$ cat src/rtl/nibble_serial_add_arb_pkg.sv
// Shared constants and FSM state encoding for the nibble-serial adder arbiter.
package nibble_serial_add_arb_pkg;

   // Width of one serial add step.
   localparam int NIBBLE_W = 4;

   // Nibble counter width: covers indices 0..7 (NIBBLES up to 8).
   localparam int CNT_W = 3;

   // Controller states.
   typedef enum logic [1:0] {
      IDLE = 2'd0,
      ADD  = 2'd1,
      DONE = 2'd2
   } state_t;

endpackage

$ cat src/rtl/nibble_serial_add_arb_nibble_full_adder.sv
// Combinational 4-bit ripple-carry adder built from 1-bit full-add cells.
module nibble_full_adder
   import nibble_serial_add_arb_pkg::*;
(
   input  logic [NIBBLE_W-1:0] a,
   input  logic [NIBBLE_W-1:0] b,
   input  logic                cin,
   output logic [NIBBLE_W-1:0] s,
   output logic                cout
);

   // c[i] is the carry into bit i; c[NIBBLE_W] leaves the nibble.
   logic [NIBBLE_W:0] c;

   assign c[0] = cin;

   // One full-add cell per bit, carry rippling upward.
   for (genvar i = 0; i < NIBBLE_W; i++) begin : g_cell
      assign s[i]   = a[i] ^ b[i] ^ c[i];
      assign c[i+1] = (a[i] & b[i]) | (c[i] & (a[i] ^ b[i]));
   end

   assign cout = c[NIBBLE_W];

endmodule

$ cat src/rtl/nibble_serial_add_arb.sv
// Two-requester round-robin arbiter in front of a nibble-serial adder.
//
// Handshakes:
//   req/gnt  : a requester holds req[i] (and its operands) until it sees a
//              one-cycle gnt[i]; operands are captured on that clock edge.
//   done/ack : done stays high with sum/cout/done_id stable until the
//              consumer raises done_ack; the unit returns to IDLE on the
//              following edge and may grant again in that same IDLE cycle.
module nibble_serial_add_arb
   import nibble_serial_add_arb_pkg::*;
#(
   parameter int NIBBLES = 4
)
(
   input  logic                          clk,
   input  logic                          rst_n,
   input  logic [1:0]                    req,
   input  logic [NIBBLE_W*NIBBLES-1:0]   x0,
   input  logic [NIBBLE_W*NIBBLES-1:0]   y0,
   input  logic [NIBBLE_W*NIBBLES-1:0]   x1,
   input  logic [NIBBLE_W*NIBBLES-1:0]   y1,
   output logic [1:0]                    gnt,
   output logic                          busy,
   output logic                          done,
   output logic                          done_id,
   output logic [NIBBLE_W*NIBBLES-1:0]   sum,
   output logic                          cout,
   input  logic                          done_ack,
   output logic [1:0]                    dbg_state
);

   localparam int W = NIBBLE_W * NIBBLES;

   state_t state;
   state_t state_nxt;

   // Operand shift registers: the nibble being added is always at the bottom.
   logic [W-1:0]       x_q;
   logic [W-1:0]       y_q;
   // Result assembles from the top down so nibble 0 ends up at the bottom.
   logic [W-1:0]       sum_q;
   logic               carry_q;
   logic               cout_q;
   logic               id_q;
   // Round-robin pointer: id of the requester granted most recently.
   logic               last_q;
   logic [CNT_W-1:0]   cnt_q;

   logic [1:0]         gnt_c;
   logic               win_id;
   logic               last_nib;
   logic [NIBBLE_W-1:0] nib_s;
   logic               nib_c;

   assign last_nib = (cnt_q == CNT_W'(NIBBLES - 1));

   nibble_full_adder u_nibble_full_adder (
      .a    (x_q[NIBBLE_W-1:0]),
      .b    (y_q[NIBBLE_W-1:0]),
      .cin  (carry_q),
      .s    (nib_s),
      .cout (nib_c)
   );

   // State register.
   always_ff @(posedge clk or negedge rst_n) begin
      if (!rst_n) begin
         state <= IDLE;
      end else begin
         state <= state_nxt;
      end
   end

   // Next state and round-robin grant; the grant is suppressed during reset.
   always_comb begin
      state_nxt = state;
      gnt_c     = 2'b00;
      win_id    = 1'b0;
      case (state)
         IDLE: begin
            if (rst_n && (req != 2'b00)) begin
               if (req == 2'b11) begin
                  win_id = ~last_q;
               end else begin
                  win_id = req[1];
               end
               gnt_c     = win_id ? 2'b10 : 2'b01;
               state_nxt = ADD;
            end
         end
         ADD: begin
            if (last_nib) begin
               state_nxt = DONE;
            end
         end
         DONE: begin
            if (done_ack) begin
               state_nxt = IDLE;
            end
         end
         default: begin
            state_nxt = IDLE;
         end
      endcase
   end

   // Datapath: capture on grant, one nibble per ADD cycle, hold in DONE.
   always_ff @(posedge clk or negedge rst_n) begin
      if (!rst_n) begin
         x_q     <= '0;
         y_q     <= '0;
         sum_q   <= '0;
         carry_q <= 1'b0;
         cout_q  <= 1'b0;
         id_q    <= 1'b0;
         last_q  <= 1'b1;
         cnt_q   <= '0;
      end else begin
         case (state)
            IDLE: begin
               if (gnt_c != 2'b00) begin
                  x_q     <= win_id ? x1 : x0;
                  y_q     <= win_id ? y1 : y0;
                  id_q    <= win_id;
                  last_q  <= win_id;
                  sum_q   <= '0;
                  carry_q <= 1'b0;
                  cout_q  <= 1'b0;
                  cnt_q   <= '0;
               end
            end
            ADD: begin
               sum_q   <= {nib_s, sum_q[W-1:NIBBLE_W]};
               x_q     <= x_q >> NIBBLE_W;
               y_q     <= y_q >> NIBBLE_W;
               carry_q <= nib_c;
               if (last_nib) begin
                  cout_q <= nib_c;
               end else begin
                  cnt_q <= cnt_q + 1'b1;
               end
            end
            default: begin
            end
         endcase
      end
   end

   assign gnt       = gnt_c;
   assign busy      = (state != IDLE);
   assign done      = (state == DONE);
   assign done_id   = id_q;
   assign sum       = sum_q;
   assign cout      = cout_q;
   assign dbg_state = state;

endmodule

$ cat config.mk
export PLATFORM = sky130hd
export DESIGN_NAME = nibble_serial_add_arb
export DESIGN_NICKNAME = d
export VERILOG_FILES = /design/src/rtl/nibble_serial_add_arb_pkg.sv /design/src/rtl/nibble_serial_add_arb_nibble_full_adder.sv /design/src/rtl/nibble_serial_add_arb.sv
export SDC_FILE = /design/constraint.sdc
export NUM_CORES = 1
export LEC_CHECK = 0
export CORE_ASPECT_RATIO = 0.5
export CORE_MARGIN = 5
export CORE_UTILIZATION = 48
export CTS_BUF_LIST = sky130_fd_sc_hd__clkbuf_8
export CTS_CLUSTER_SIZE = 25
export DETAILED_ROUTE_END_ITERATION = 16
export GPL_ROUTABILITY_DRIVEN = 1
export HOLD_SLACK_MARGIN = 0.08
export PLACE_DENSITY = 0.93
export SKIP_LAST_GASP = 1
export SLEW_MARGIN = 10
export SYNTH_ARGS = -nofsm -noshare
export SYNTH_HDL_FRONTEND = slang
export SYNTH_SLANG_ARGS = --single-unit
$ cat constraint.sdc
create_clock -name clk -period 2.43 [get_ports clk]
set_input_delay 0.729 -clock clk [delete_from_list [all_inputs] [get_ports clk]]
set_output_delay 0.729 -clock clk [all_outputs]
set_load 0.1 [all_outputs]
==> metrics.txt <==
status=finished, final reports clean; Leakage=2.050 nW; maximum clock frequency=about 420 MHz; Die Ht=between 60 and 70 um; Max Slew Vio Count=0; largest net degree at the start of global routing=53; GRT overflow=0; ANT nets after route=0; PortBufs=92; placed cells=461; I/O pin count=slightly above 90; hold buffer count at CTS=0; chip width=~120 um; Internal Pwr Total=3.076 mW; antenna violations before repair=0; Layout area overhead=44.10%; post-synth net total=about 370; max-cap viol count=0; Core Area=between 6000 and 7000 um^2; ant diodes=0; via count=around 2.9k; global-route wire length before repair=13.93 mm; Yosys cell types=30; clock transition at the registers of the reported paths=0.07 ns; HP Class=in2async; routability congestion estimate=0.8855; post-layout util=70.64%; reg-to-reg endpoint=sum[15]$_DFFE_PN0P_; Reg2Reg Setup Slack=approximately 0.11 ns; slowest CP cell=dfrtp_4; worst-skew pair later-pin latency=0.33 ns; fin cells=around 480; maximum vdd ir drop=~0.9 mV; startpoint types=flop; nature of the critical path endpoint=output port; slowest cell delay on critical path=approximately 0.54 ns; worst slew pin tran=between 0.7 and 0.8 ns; Worst Setup EP=gnt[1]; Yosys Warn Count=0; cells along the critical path=or3b_4 -> nor2_8 -> buf_12; H-tree depth=3; Seq pwr share=a little over a quarter; Initial Utilization=49.02%; number of global-route vias before repair=around 2.8k; # setup viols final=0; syn avg cell area=10.20 um^2; CTS Buf Count=9; total wire length=between 8 and 9 mm; clk root buf=clkbuf_8; Netlist Area Pre-Place=between 2000 and 3000 um^2; slew margin rel.=roughly half; number of cells produced by synthesis=290; Reg2Reg Depth=9; NetSw=2.962 mW; DRT Pass-1 Iters=5; Arr. time, crit path=~1.7 ns; DRC=0; clock power share=about 15%; clk sinks=57; CTS tree=yes; wire per inst=about 18 um; Final #Nets=460; via/cell ratio=~6; Sw Share=49.05%; DRT iter0 DRCs=about 430; reg-to-reg critical path startpoint=carry_q$_DFFE_PN0P_; die area=around 7900 um^2; sequential share of the synthesized area=between 40% and 50%; flops & latches, synth=57; crit path from=dbg_state[0]$_DFFE_PN0P_; Comb pwr share=57.8%; final worst path period share=a little over nine tenths; critical path fanouts, max=6; share of layout cells above drive strength 1=about a fifth; Longest Clk Path Bufs=2; dpl hpwl=~6.2 mm; total track usage=22.35%; RSZ-0062 raised after global routing=false; CP Data Required Time=roughly 1.7 ns; kind of critical path=reg2out; Pwr per Cell Area=between 1000 and 1500 nW/um^2; Pwr Total=between 6 and 7 mW; Core Rows=20; fin crit period=2.380 ns; Final Hold Vio Count=0; Setup Skew=around 0.0057 ns
[worst min path at each step]
stage                        start                   to  slack (ns)
3_3_place_gp    y_q[0]$_DFFE_PN0P_   y_q[0]$_DFFE_PN0P_        0.46
5_1_grt                      rst_n   x_q[8]$_DFFE_PN0P_        0.36
4_1_cts                      rst_n  x_q[10]$_DFFE_PN0P_        0.35
6_report                     rst_n  x_q[11]$_DFFE_PN0P_        0.36
3_5_place_dp   y_q[11]$_DFFE_PN0P_  y_q[11]$_DFFE_PN0P_        0.47
2_1_floorplan                rst_n  carry_q$_DFFE_PN0P_        0.43
[kinds of logic (layout without fill, tap and decap cells)]
| group | Yosys count | count (layout) | share of synthesized area (%) |
|---|---|---|---|
| simple gates | 52 | 52 | 8.760 |
| fa+ha+maj | 6 | 6 | 3.555 |
| buf+inv | 48 | 148 | 8.083 |
| compound gates | 127 | 127 | 31.32 |
| flops | 57 | 57 | 48.29 |
[what timing repair did]
action / in CTS / in global routing
hold endpoints to repair: 0 / 0
endpoints found under the setup margin: 2 / 1
buffers inserted: 0 / 1
cloned: 0 / 0
resized for setup: 4 / 2
[state kept, by name, summed over array words and instances (netlist names)]
| name | count |
|---|---|
| y_q | 16 |
| dbg_state | 2 |
| cout | 1 |
| sum | 16 |
| x_q | 16 |
| last_q | 1 |
| carry_q | 1 |
| cnt_q | 3 |
| done_id | 1 |
[through the flow]
stage	setup slack [ns]	hold slack (ns)	TNS (ns)	cell area, um^2
6_report	0.04964	0.3619	0	4260
4_1_cts	0.01857	0.3494	0	4250
3_5_place_dp	-0.1027	0.4662	-0.1242	4038
3_3_place_gp	-0.09711	0.4595	-0.1071	4038
5_1_grt	0.01056	0.3629	0	4260
2_1_floorplan	0.01324	0.4334	0	2982
[worst max-delay path: cells and delay by family, from the launching register on]
kind	cells	cell delay (ns)
simple gates	2	0.60
flops	1	0.54
buf+inv	1	0.18
[cell type report]
| type | instances | area (um^2) |
|---|---|---|
| flip-flops and latches | 57 | 1433 |
| fillers | 438 | 1770 |
| multi-input cells | 185 | 1313 |
| well taps | 88 | 110.1 |
| clock buffers | 11 | 151.4 |
| inverters | 19 | 75.07 |
| repair buffers | 113 | 1124 |
| clock inverters | 5 | 55.05 |
[cells in the mapped netlist (all sizes together)]
cell type | instances | area share, %
dfrtp | 56 | 47
nand2 | 30 | 3.8
o21ai | 30 | 5.1
a21o | 23 | 5.8
a221oi | 23 | 6.8
a31oi | 23 | 4.9
buf | 20 | 4.5
inv | 19 | 2.4
a22o | 15 | 4.4
a222oi | 9 | 3.0
clkbuf | 9 | 1.1
nor2 | 7 | 1.4
nand2b | 5 | 1.1
nand3 | 5 | 0.85
fa | 4 | 2.7
ha | 2 | 0.85
a21bo | 1 | 0.34
a21boi | 1 | 0.38
and2b | 1 | 0.25
and3 | 1 | 0.21
dfstp | 1 | 0.89
nor3b | 1 | 0.63
o21a | 1 | 0.25
o21bai | 1 | 0.25
or2 | 1 | 0.21
or3b | 1 | 0.30
[power by group through the flow]
stage | Combinational, mW | Sequential [mW] | Clock, mW
global placement | 3.35 | 1.62 | 0
CTS | 3.46 | 1.64 | 0.923
detailed placement | 3.45 | 1.65 | 0
finish | 3.49 | 1.64 | 0.905
floorplan | 1.63 | 2.50 | 0
global route | 3.72 | 1.69 | 0.969
[placed cells by master, fill, tap and decap left out, types with 6 or more instances in the layout]
cell	n
a22o_1	15
inv_1	18
a21o_1	23
buf_4	36
o21ai_0	12
dfrtp_1	54
nand2_1	30
clkbuf_8	11
o21ai_1	18
nor2_1	6
clkdlybuf4s50_1	65
buf_12	9
a222oi_1	9
a221oi_1	23
a31oi_1	23
[layer usage]
layer  vias to the layer above  part of all wire, %  wire, um  track usage, %
met5                         -                    0         0               0
met4                         0                  2.0       171           7.345
li1                       1272                    -         -               -
met2                       127                   49      4259           37.46
met1                      1446                   43      3784           29.77
met3                        22                  6.1       533           3.869
Note: power is estimated with default switching activity, not from simulation.
